===== config.mk =====
export PLATFORM = sky130hd
export DESIGN_NAME = dac_sample_pacer
export DESIGN_NICKNAME = d
export VERILOG_FILES = /design/src/rtl/dac_sample_pacer.sv
export SDC_FILE = /design/constraint.sdc
export NUM_CORES = 1
export LEC_CHECK = 0
export CAP_MARGIN = 20
export CORE_MARGIN = 2
export CORE_UTILIZATION = 39
export CTS_BUF_LIST = sky130_fd_sc_hd__clkbuf_16
export CTS_CLUSTER_DIAMETER = 120
export DETAILED_ROUTE_END_ITERATION = 8
export PLACE_DENSITY_LB_ADDON = 0.12
export SLEW_MARGIN = 0
export SYNTH_ARGS = -nofsm -noshare
export SYNTH_HDL_FRONTEND = slang
export SYNTH_SLANG_ARGS = --single-unit

===== constraint.sdc =====
create_clock -name Bus2IP_Clk -period 3.86 [get_ports Bus2IP_Clk]
set_input_delay 0.772 -clock Bus2IP_Clk [delete_from_list [all_inputs] [get_ports Bus2IP_Clk]]
set_output_delay 0.772 -clock Bus2IP_Clk [all_outputs]
set_load 0.1 [all_outputs]

===== src/rtl/dac_sample_pacer.sv =====
// Buffers 32-bit bus words and plays them out as 10-bit DAC samples at a programmable rate.
// Define DAC_PACER_PACKED_EN to play two samples per word (bits [6:15], then [22:31]); the default plays one sample per word from [22:31].
module dac_sample_pacer #(
    parameter int FIFO_DEPTH = 16,
    parameter int LVL_W      = 5
) (
    input  logic             Bus2IP_Clk,
    input  logic             Bus2IP_Reset,
    input  logic [0:31]      Wr_Data,
    input  logic             Wr_Valid,
    output logic             Wr_Ready,
    input  logic             Enable,
    input  logic [0:15]      Rate_Div,
    input  logic             Underrun_Clr,
    output logic [0:9]       Sample_Data,
    output logic             Sample_Strobe,
    output logic [0:LVL_W-1] Fifo_Level,
    output logic             Underrun
);

    localparam int AW = $clog2(FIFO_DEPTH);
`ifdef DAC_PACER_PACKED_EN
    localparam int DW = 20;
`else
    localparam int DW = 10;
`endif

    typedef enum logic {HI = 1'b0, LO = 1'b1} state_t;

    state_t             state_q, state_d;
    logic [15:0]        cnt_q, cnt_d;
    logic [AW-1:0]      wr_ptr_q, wr_ptr_d;
    logic [AW-1:0]      rd_ptr_q, rd_ptr_d;
    logic [LVL_W-1:0]   level_q, level_d;
    logic [9:0]         sample_q, sample_d;
    logic               strobe_q, strobe_d;
    logic               underrun_q, underrun_d;
    logic [DW-1:0]      mem_q [FIFO_DEPTH];

    logic               full, empty, tick, push, pop;
    logic [DW-1:0]      wr_word, head;
    logic               unused_bits;

    // Only the sample fields are stored; the pad bits never reach the buffer.
`ifdef DAC_PACER_PACKED_EN
    assign wr_word     = {Wr_Data[6:15], Wr_Data[22:31]};
    assign unused_bits = ^{Wr_Data[0:5], Wr_Data[16:21]};
`else
    assign wr_word     = Wr_Data[22:31];
    assign unused_bits = ^Wr_Data[0:21];
`endif

    assign full  = (level_q == LVL_W'(FIFO_DEPTH));
    assign empty = (level_q == '0);
    assign tick  = Enable && (cnt_q == Rate_Div);
    assign push  = Wr_Valid && !full;
    assign head  = mem_q[rd_ptr_q];

    always_comb begin
        state_d    = state_q;
        sample_d   = sample_q;
        strobe_d   = 1'b0;
        pop        = 1'b0;
        underrun_d = underrun_q && !Underrun_Clr;

        if (!Enable)
            cnt_d = '0;
        else if (cnt_q == Rate_Div)
            cnt_d = '0;
        else
            cnt_d = cnt_q + 16'd1;

        // LO is only entered with a word at the head, so an LO tick never sees an empty buffer.
        if (tick) begin
            if (state_q == HI && empty) begin
                underrun_d = 1'b1;
            end else begin
`ifdef DAC_PACER_PACKED_EN
                if (state_q == HI) begin
                    sample_d = head[19:10];
                    state_d  = LO;
                end else begin
                    sample_d = head[9:0];
                    pop      = 1'b1;
                    state_d  = HI;
                end
`else
                sample_d = head[9:0];
                pop      = 1'b1;
`endif
                strobe_d = 1'b1;
            end
        end

        wr_ptr_d = push ? wr_ptr_q + AW'(1) : wr_ptr_q;
        rd_ptr_d = pop  ? rd_ptr_q + AW'(1) : rd_ptr_q;
        level_d  = level_q + LVL_W'(push) - LVL_W'(pop);
    end

    always_ff @(posedge Bus2IP_Clk) begin
        if (Bus2IP_Reset) begin
            state_q    <= HI;
            cnt_q      <= '0;
            wr_ptr_q   <= '0;
            rd_ptr_q   <= '0;
            level_q    <= '0;
            sample_q   <= '0;
            strobe_q   <= 1'b0;
            underrun_q <= 1'b0;
        end else begin
            state_q    <= state_d;
            cnt_q      <= cnt_d;
            wr_ptr_q   <= wr_ptr_d;
            rd_ptr_q   <= rd_ptr_d;
            level_q    <= level_d;
            sample_q   <= sample_d;
            strobe_q   <= strobe_d;
            underrun_q <= underrun_d;
        end
    end

    always_ff @(posedge Bus2IP_Clk) begin
        if (push && !Bus2IP_Reset)
            mem_q[wr_ptr_q] <= wr_word;
    end

    assign Wr_Ready      = !full;
    assign Sample_Data   = sample_q;
    assign Sample_Strobe = strobe_q;
    assign Fifo_Level    = level_q;
    assign Underrun      = underrun_q;

endmodule


==> impl_metrics.py, run 1 <==
metrics = {
    "grt": {
        "grt_max_degree": 25,
        "use_met3": 0.02531,
        "grt_use_met1": 0.2099,
        "top_usage_layer": "met2",
        "grt_pass1_vias": 4527,
        "grtUsageMet2": 0.2642,
        "track_usage": 0.1558,
        "grt_pass1_wl_um": 25920,
        "overflow": 0,
        "antenna_found_initial": 0,
    },
    "cells_and_area": {
        "multi_input_area_um2": 2303,
        "final_util": 0.4763,
        "n_fill_cell": 1738,
        "nNetsFinal": 618,
        "antenna_cells": 0,
        "seq_area_um2": 5628,
        "stdcell_area_um2": 9637,
        "drive_above_1_share": 0.1778,
        "syn_to_final_growth_pct": 19.89,
        "layout_common_cells": "edfxtp_1 (160), clkdlybuf4s50_1 (47), mux4_2 (40)",
        "final_common_cell": "edfxtp_1",
    },
    "cts": {
        "cts_root_buffer": "clkbuf_16",
        "clock_latency_ns": 0.51,
        "path_clk_slew_ns": 0.06,
        "cts_made_buffers": 22,
        "cts-resized-gates": 0,
        "h-tree-depth": 1,
        "clock_sink_count": 201,
        "cts_tree": "yes",
        "clock_path_buffers": 3,
        "postCtsHoldBufs": 0,
        "post_cts_buffers": 0,
    },
    "place": {
        "dp_slack_ns": 0.1298,
        "hpwl_um": 10700,
        "numPortBuffers": 48,
        "placed_cell_area_um2": 8974,
        "gp_congestion": 0.7507,
    },
    "critical_path": {
        "worst-path-max-fanout": 2,
        "cp_cell_sequence": "clkdlybuf4s50_1, xor2_1, nor4_1, nand4_1, nor2_1, ha_1, inv_1, ha_1, fa_1, a21oi_1, nor2_1, or3_1, a21oi_1",
        "required_ns": 4.29,
        "start_kind": "input pin",
        "slowest_stage": "nor4_1",
        "worst_setup_path_end_kind": "register",
        "critPathKind": "in -> reg",
        "cp_data_arrival_time_ns": 3.60,
        "slowest_delay_ns": 0.43,
    },
    "sta": {
        "period_needed_ns": 3.171,
        "relSlewSlack": 0.3500,
        "setup_violations": 0,
        "fin_skew_ns": 0.02274,
        "drv_slew": 0,
        "rsz0062_at_grt": "false",
        "setup_tns_ns": 0,
        "worst_slew_pin_slew_ns": 0.9719,
        "max_clock_freq_ghz": 0.3153,
        "hold_viol_final": 0,
        "fin_ws_ns": 0.6887,
        "fin_crit_sh": 0.8216,
    },
    "synthesis": {
        "syn_nets": 547,
        "synth_area_leader_cell": "edfxtp_1",
        "yosysSeqAreaShare": 0.6999,
        "ys.warnings.count": 0,
        "synth_seq_cells": 201,
        "netlist.area_leader.share": 0.5978,
        "ys_types": 38,
        "synth_cells": 481,
        "avgSynthCellArea_um2": 16.71,
        "synth_area_um2": 8038,
        "synth.area.top_cells": "edfxtp_1 (60%), mux4_2 (11%), dfxtp_1 (10%)",
    },
    "pwr": {
        "power_uw": 4793,
        "ir_drop_mv": 0.3589,
        "p_per_area_nw_per_um2": 497.3,
        "leakagePower_uw": 0.003172,
    },
    "floorplanning": {
        "fp.dieH_um": 147.6,
        "start_util": 0.3972,
        "pin_count": 71,
        "core_um2": 20230,
        "dieArea_um2": 21770,
        "num_rows": 52,
        "die_x_um": 147.6,
    },
    "status": {
        "outcome": "completed",
    },
    "run": {
        "cap_violations": 0,
    },
    "drt": {
        "num_vias": 4293,
        "via_per_inst": 5.123,
        "wire_per_inst_um": 19.63,
        "drtAntennaViolNets": 0,
        "drtPass1Iterations": 4,
        "drc_errors": 0,
        "totalWireLength_um": 16450,
        "first_iter_violations": 328,
    },
    "worst_hold_path": {
        "min_path_type": "reg -> reg",
    },
}
==> cells by family (layout without fill, tap and decap cells) <==
kind of cell,after synthesis,after routing,synth area share
compound gates,48,48,0.04234
xor+xnor,35,35,0.03814
buf+inv,35,122,0.01883
flops,201,201,0.6999
mux,40,40,0.1121
simple gates,109,109,0.06756
fa+ha+maj,13,13,0.02117
==> power breakdown <==
part / switching, uW / internal [uW]
Clock: 798 / 1100
Sequential: 32.9 / 2380
Combinational: 304 / 175
==> sequential cells by signal, summed over array words and instances, names as in the netlist <==
name           cells
rd_ptr_q           4
Sample_Strobe      1
cnt_q             16
Underrun           1
mem_q            160
Sample_Data       10
wr_ptr_q           4
Fifo_Level         5
==> worst max-delay path: cells and delay by family <==
kind | cells | cell delay, ns
and+or+nand+nor | 5 | 1.18
adders and majority gates | 3 | 0.73
buffers and inverters | 2 | 0.46
AOI/OAI and AO/OA | 2 | 0.30
xor gates and xnor gates | 1 | 0.17
==> synthesized netlist by cell type <==
library cell,number
dfxtp_1,41
a22oi_1,20
buf_2,9
xor2_1,27
nand3_1,11
edfxtp_1,160
buf_6,1
nor2_1,39
and3_1,1
nor4b_1,2
clkbuf_2,1
nor2b_1,4
nand4b_1,1
and4_1,2
or4_1,2
xnor2_1,8
a21oi_1,10
and2_1,2
nand2_1,22
o21ba_2,1
nor4_2,2
clkbuf_1,10
a21o_1,1
or3_1,3
nand2b_1,4
fa_1,1
o31ai_1,2
nand4_1,4
nand3b_1,1
mux4_2,40
inv_1,11
a22o_1,10
o21ai_0,4
ha_1,12
nand4bb_1,1
nor3_1,5
buf_1,3
nor4_1,3
==> final timing paths <==
check	slack [ns]	from	cells past startpoint	endpoint
setup / recovery	0.69	Rate_Div[4]	13	Fifo_Level[0]
hold / removal	0.48	Sample_Data[3]	1	Sample_Data[3]
setup reg to reg	0.73	Fifo_Level[1]	14	Fifo_Level[0]
hold reg to reg	0.48	Sample_Data[3]	1	Sample_Data[3]
==> stage by stage <==
stage,hold slack [ns],cells
after floorplan,0.4626,481
after global placement,0.4609,798
after detailed placement,0.4725,798
after CTS,0.4870,838
after global routing,0.5121,838
final,0.4783,838
==> routing by layer <==
metal	vias up	routed length, um	share of wire
li1	2000	-	-
met1	2172	7064	0.43
met2	97	8219	0.50
met3	24	761	0.046
met4	0	401	0.024
met5	-	0	0
==> layout make-up <==
| cell class | instances | area share |
|---|---|---|
| multi-input cells | 245 | 0.2390 |
| inverters | 11 | 0.004285 |
| clock inverters | 18 | 0.01169 |
| clock buffers | 22 | 0.05713 |
| repair buffers | 71 | 0.06881 |
| flip-flops and latches | 201 | 0.5840 |
| well taps | 270 | 0.03506 |
No activity file was read; power rests on OpenSTA's default activity.
==> run 2, diff against run 1 <==
==> constraint.sdc (replaced) <==
create_clock -name Bus2IP_Clk -period 2.72 [get_ports Bus2IP_Clk]
set_input_delay 0.544 -clock Bus2IP_Clk [delete_from_list [all_inputs] [get_ports Bus2IP_Clk]]
set_output_delay 0.544 -clock Bus2IP_Clk [all_outputs]
set_load 0.1 [all_outputs]
==> run 2 against run 1 <==
  * Sequential share of layout area fell by 1.6 points
  * Cell count is 3.2% higher
  * Sequential cell count did not move
  * First-iteration DRC count down 25%
  * Clock power increased by 47%
  * Worst hold slack about the same
  * Critical path type unchanged
  * Critical endpoint unchanged
==> impl_metrics.py, run 2 (synthesis results as in run 1) <==
metrics = {
    "status": {
        "outcome": "completed",
    },
    "drt": {
        "drtPass1Iterations": 4,
        "drtAntennaViolNets": 0,
        "first_iter_violations": 245,
        "wire_per_inst_um": 19.65,
        "drc_errors": 0,
        "totalWireLength_um": 17000,
        "via_per_inst": 5.136,
        "num_vias": 4443,
    },
    "critical_path": {
        "start_kind": "input pin",
        "slowest_delay_ns": 0.41,
        "critPathTopFamily": "simple AND/OR/NAND/NOR gates",
        "critPathKind": "in -> reg",
        "required_ns": 3.14,
        "crit_top_cell": "ha_4",
        "slowest_stage": "clkdlybuf4s50_1",
        "worst_setup_path_end_kind": "register",
        "path_buf_inv": 2,
        "cp_data_arrival_time_ns": 3.09,
        "cp_cell_sequence": "clkdlybuf4s50_1, xor2_1, nor4_2, nand4_1, nor2_2, ha_4, inv_2, ha_4, fa_2, a21oi_2, nor2_1, or3_1, a21oi_1",
        "worst-path-max-fanout": 2,
        "r2r_slack_ns": 0.06,
    },
    "sta": {
        "period_needed_ns": 2.667,
        "max_clock_freq_ghz": 0.3750,
        "setup_tns_ns": 0,
        "setup_violations": 0,
        "fin_crit_sh": 0.9805,
        "relSlewSlack": 0.4409,
        "fin_ws_ns": 0.05318,
        "hold_viol_final": 0,
        "hold_slack_ns": 0.4784,
        "worst_slew_pin_slew_ns": 0.8369,
        "drv_slew": 0,
        "rsz0062_at_grt": "true",
        "fin_skew_ns": 0.008666,
    },
    "pwr": {
        "p_per_area_nw_per_um2": 705.9,
        "p_sw_frac": 0.2412,
        "power.share.clock": 0.398,
        "leakagePower_uw": 0.003438,
        "p_comb_frac": 0.111,
        "p_int_uw": 5329,
        "p_sw_uw": 1694,
        "power_uw": 7023,
        "seqPwrFrac": 0.491,
        "ir_drop_mv": 0.5224,
    },
    "grt": {
        "grtUsageMet2": 0.2633,
        "use_met3": 0.02716,
        "grt_pass1_vias": 4633,
        "grt_max_degree": 31,
        "top_usage_layer": "met2",
        "track_usage": 0.1615,
        "grt_pass1_wl_um": 26650,
        "overflow": 0,
        "antenna_found_initial": 0,
        "grt_use_met1": 0.2288,
    },
    "cts": {
        "clock_latency_ns": 0.50,
        "h-tree-depth": 1,
        "cts_made_buffers": 23,
        "cts_tree": "yes",
        "clock_path_buffers": 3,
        "cts_root_buffer": "clkbuf_16",
        "postCtsHoldBufs": 0,
        "path_clk_slew_ns": 0.06,
        "clock_sink_count": 201,
    },
    "floorplanning": {
        "core_um2": 20230,
        "dieArea_um2": 21770,
        "num_rows": 52,
        "start_util": 0.3972,
        "die_x_um": 147.6,
        "fp.dieH_um": 147.6,
        "pin_count": 71,
    },
    "cells_and_area": {
        "max_flop_register": "mem_q",
        "final_common_cell": "edfxtp_1",
        "drive_above_1_share": 0.2790,
        "largest_register_ff_count": 160,
        "syn_to_final_growth_pct": 23.79,
        "nNetsFinal": 644,
        "layout_common_cells": "edfxtp_1 (160), buf_4 (62), mux4_2 (40)",
        "antenna_cells": 0,
        "stdcell_count": 865,
    },
    "place": {
        "gp_congestion": 0.7690,
        "numPortBuffers": 48,
        "hpwl_um": 11050,
        "placed_cells": 821,
        "dp_slack_ns": -0.6611,
    },
    "worst_hold_path": {
        "min_path_type": "reg -> reg",
    },
    "run": {
        "cap_violations": 0,
    },
}
## run 2: cell count changes in the layout (fill, tap and decap cells not counted), moves of 3 or more
cell,before,now
buf_12,1,4
buf_4,23,62
clkdlybuf4s50_1,47,17
dfxtp_1,39,32
dfxtp_4,0,5
dlygate4sd2_1,0,5
dlymetal6s2s_1,0,8
ha_1,12,9
ha_4,0,3
inv_1,23,17
inv_4,0,3
## run 2: timing repair
item                                    CTS  global route
endpoints found under the setup margin    1             1
cloned                                    0             0
setup buffers                             1             1
pin swaps                                11            14
resized for setup                         6            11
## run 2: area by class of cell
cell class | count | area (um^2)
Clock inverter | 19 | 106.4
Inverter | 11 | 48.80
Fill cell | 1752 | 10280
Multi-Input combinational cell | 245 | 2372
Sequential cell | 201 | 5649
Timing Repair Buffer | 96 | 859.6
Clock buffer | 23 | 575.6
Tap cell | 270 | 337.8
## run 2: path summary, 6_finish.rpt
kind	start	endpoint	cells after the start
setup / recovery	Rate_Div[11]	Fifo_Level[0]	13
hold reg to reg	Underrun	Underrun	2
setup reg to reg	cnt_q[14]	Fifo_Level[0]	12
hold / removal	Underrun	Underrun	2
## run 2: metrics by stage
step | utilization | cell area [um^2]
floorplan | - | 8157
global placement | 0.4558 | 9223
detailed placement | 0.4558 | 9223
CTS | 0.4899 | 9912
global route | 0.4917 | 9950
finish | 0.4917 | 9950
## run 2: tightest hold or removal path, cell delays in order, from the launching register on
cell and delay, ns:
dfxtp_1 0.31, nand2b_1 0.06, a21oi_1 0.05
## run 2: routing by layer
metal	wire length, um	vias up
li1	-	2055
met1	7511	2243
met2	8140	117
met3	995	28
met4	348	0
met5	0	-
## run 2: power groups by stage
| stage | sequential, uW | combinational [uW] | clock (uW) |
|---|---|---|---|
| final | 3450 | 780 | 2800 |
| after global routing | 3450 | 843 | 3020 |
| after CTS | 3450 | 772 | 2870 |
| after detailed placement | 3510 | 770 | 0 |
| after global placement | 3510 | 756 | 0 |
| after floorplan | 3660 | 362 | 0 |
==> run 3, diff against run 2 <==
--- a/config.mk
+++ b/config.mk
@@ -7,7 +7,7 @@
 export LEC_CHECK = 0
 export CAP_MARGIN = 20
 export CORE_MARGIN = 2
-export CORE_UTILIZATION = 39
+export CORE_UTILIZATION = 25
 export CTS_BUF_LIST = sky130_fd_sc_hd__clkbuf_16
 export CTS_CLUSTER_DIAMETER = 120
 export DETAILED_ROUTE_END_ITERATION = 8
@@ -16,3 +16,4 @@
 export SYNTH_ARGS = -nofsm -noshare
 export SYNTH_HDL_FRONTEND = slang
 export SYNTH_SLANG_ARGS = --single-unit
+export TNS_END_PERCENT = 30
==> run 3 against run 2 <==
  * First-iteration DRC count increased by 1.6%
  * Utilization decreased by 17 points
  * Worst setup slack got worse by 0.046 ns
  * Via count about the same
  * Die area increased by 54%
  * Largest power group unchanged
  * Final area increased by 3.4%
  * Critical path depth increased by 1
  * Worst hold slack got worse by 0.0083 ns
  * Largest cell class unchanged
  * Global-route usage decreased by 4.6 points
==> impl_metrics.py, run 3 (synthesis results as in run 1) <==
metrics = {
    "drt": {
        "drc_errors": 0,
        "wire_per_inst_um": 18.93,
        "num_vias": 4441,
        "via_per_inst": 4.415,
        "drtPass1Iterations": 5,
        "first_iter_violations": 249,
        "drtAntennaViolNets": 0,
        "totalWireLength_um": 19050,
    },
    "pwr": {
        "ir_drop_mv": 0.5341,
        "p_per_area_nw_per_um2": 696.1,
        "leakagePower_uw": 0.003436,
        "power_uw": 7158,
    },
    "cells_and_area": {
        "final_common_cell": "edfxtp_1",
        "drive_above_1_share": 0.2848,
        "nNetsFinal": 652,
        "antenna_cells": 0,
        "largest_register_ff_count": 160,
        "layout_common_cells": "edfxtp_1 (160), buf_4 (60), mux4_2 (40)",
        "max_flop_register": "mem_q",
        "stdcell_count": 1006,
        "syn_to_final_growth_pct": 27.94,
    },
    "cts": {
        "h-tree-depth": 1,
        "clock_latency_ns": 0.53,
        "postCtsHoldBufs": 0,
        "clock_path_buffers": 3,
        "path_clk_slew_ns": 0.06,
        "cts_tree": "yes",
        "cts_made_buffers": 25,
        "clock_sink_count": 201,
        "cts_root_buffer": "clkbuf_16",
    },
    "critical_path": {
        "worst_setup_path_end_kind": "register",
        "worst-path-max-fanout": 2,
        "cp_data_arrival_time_ns": 3.16,
        "required_ns": 3.16,
        "critPathKind": "in -> reg",
        "start_kind": "input pin",
    },
    "sta": {
        "max_clock_freq_ghz": 0.3687,
        "fin_skew_ns": 0.01937,
        "worst_slew_pin_slew_ns": 0.5948,
        "relSlewSlack": 0.6022,
        "fin_crit_sh": 0.9973,
        "rsz0062_at_grt": "true",
        "period_needed_ns": 2.713,
        "drv_slew": 0,
        "hold_viol_final": 0,
        "setup_violations": 0,
    },
    "floorplanning": {
        "pin_count": 71,
        "dieArea_um2": 33600,
        "start_util": 0.2541,
        "die_x_um": 183.3,
        "num_rows": 65,
        "fp.dieH_um": 183.3,
        "core_um2": 31640,
    },
    "place": {
        "gp_congestion": 0.7942,
        "hpwl_um": 12430,
        "numPortBuffers": 48,
        "placed_cells": 959,
    },
    "worst_hold_path": {
        "min_path_type": "reg -> reg",
    },
    "run": {
        "cap_violations": 0,
    },
    "grt": {
        "use_met3": 0.01847,
        "grt_pass1_wl_um": 29040,
        "overflow": 0,
        "grt_max_degree": 42,
        "grt_use_met1": 0.1614,
        "grt_pass1_vias": 4852,
        "grtUsageMet2": 0.1874,
        "antenna_found_initial": 0,
        "top_usage_layer": "met2",
        "track_usage": 0.1157,
    },
    "status": {
        "outcome": "completed",
    },
}
[run 3: cell count changes in the layout (fill, tap and decap cells not counted), sizes merged]
cell           previous run  this run
dlymetal6s2s              8         0
clkinvlp                  0         1
clkdlybuf4s50            17        27
bufinv                    1         0
buf                      66        72
dlygate4sd2               5         3
clkbuf                   23        25
inv                      22        23
[run 3: final cells by class]
type / instances / area, um^2
well taps: 402 / 503.0
clock buffers: 25 / 625.6
inverters: 11 / 48.80
fillers: 3068 / 21350
flip-flops and latches: 201 / 5648
clock inverters: 20 / 106.4
repair buffers: 102 / 987.2
multi-input cells: 245 / 2365
[run 3: stage by stage]
| step | setup slack (ns) | util | area, um^2 | setup TNS, ns | hold slack [ns] |
|---|---|---|---|---|---|
| 2_1_floorplan | -0.1249 | - | 8157 | -0.1249 | 0.4626 |
| 3_3_place_gp | -0.7800 | 0.3013 | 9533 | -2.956 | 0.4605 |
| 3_5_place_dp | -0.8952 | 0.3013 | 9533 | -4.740 | 0.4675 |
| 4_1_cts | -0.03465 | 0.3251 | 10280 | -0.03465 | 0.4767 |
| 5_1_grt | -0.1708 | 0.3251 | 10280 | -0.1708 | 0.5012 |
| 6_report | 0.007426 | 0.3251 | 10280 | 0 | 0.4701 |
[run 3: final timing paths]
path | from | to | slack, ns | cells past startpoint
worst max-delay path | Rate_Div[3] | Fifo_Level[0] | 0.007 | 14
worst min-delay path | Underrun | Underrun | 0.47 | 2
worst max register to register | cnt_q[11] | Fifo_Level[0] | 0.007 | 13
worst min register to register | Underrun | Underrun | 0.47 | 2
[run 3: worst max-delay path, stage by stage]
cell and delay (ns):
clkdlybuf4s50_1 0.42, xor2_1 0.18, nor4_2 0.23, buf_4 0.17
nand4_1 0.13, nor2_2 0.15, ha_4 0.14, inv_2 0.03
ha_4 0.15, fa_2 0.35, a21oi_2 0.14, nor2_1 0.05
or3_1 0.33, a21oi_1 0.13
[run 3: metal layers]
layer  routed length (um)  share of wire
met1                 9112           0.48
met2                 8726           0.46
met3                  774          0.041
met4                  434          0.023
met5                    0              0
[run 3: report_power, final]
part | total, uW | switching, uW | internal, uW
sequential | 3450 | 54.1 | 3390
clock | 2940 | 1260 | 1670
combinational | 773 | 472 | 301
[run 3: repair_timing]
item / CTS / global route
resized for setup: 5 / 0
pin swaps: 10 / 0
buffers inserted: 2 / 0
setup endpoints to repair: 2 / 1
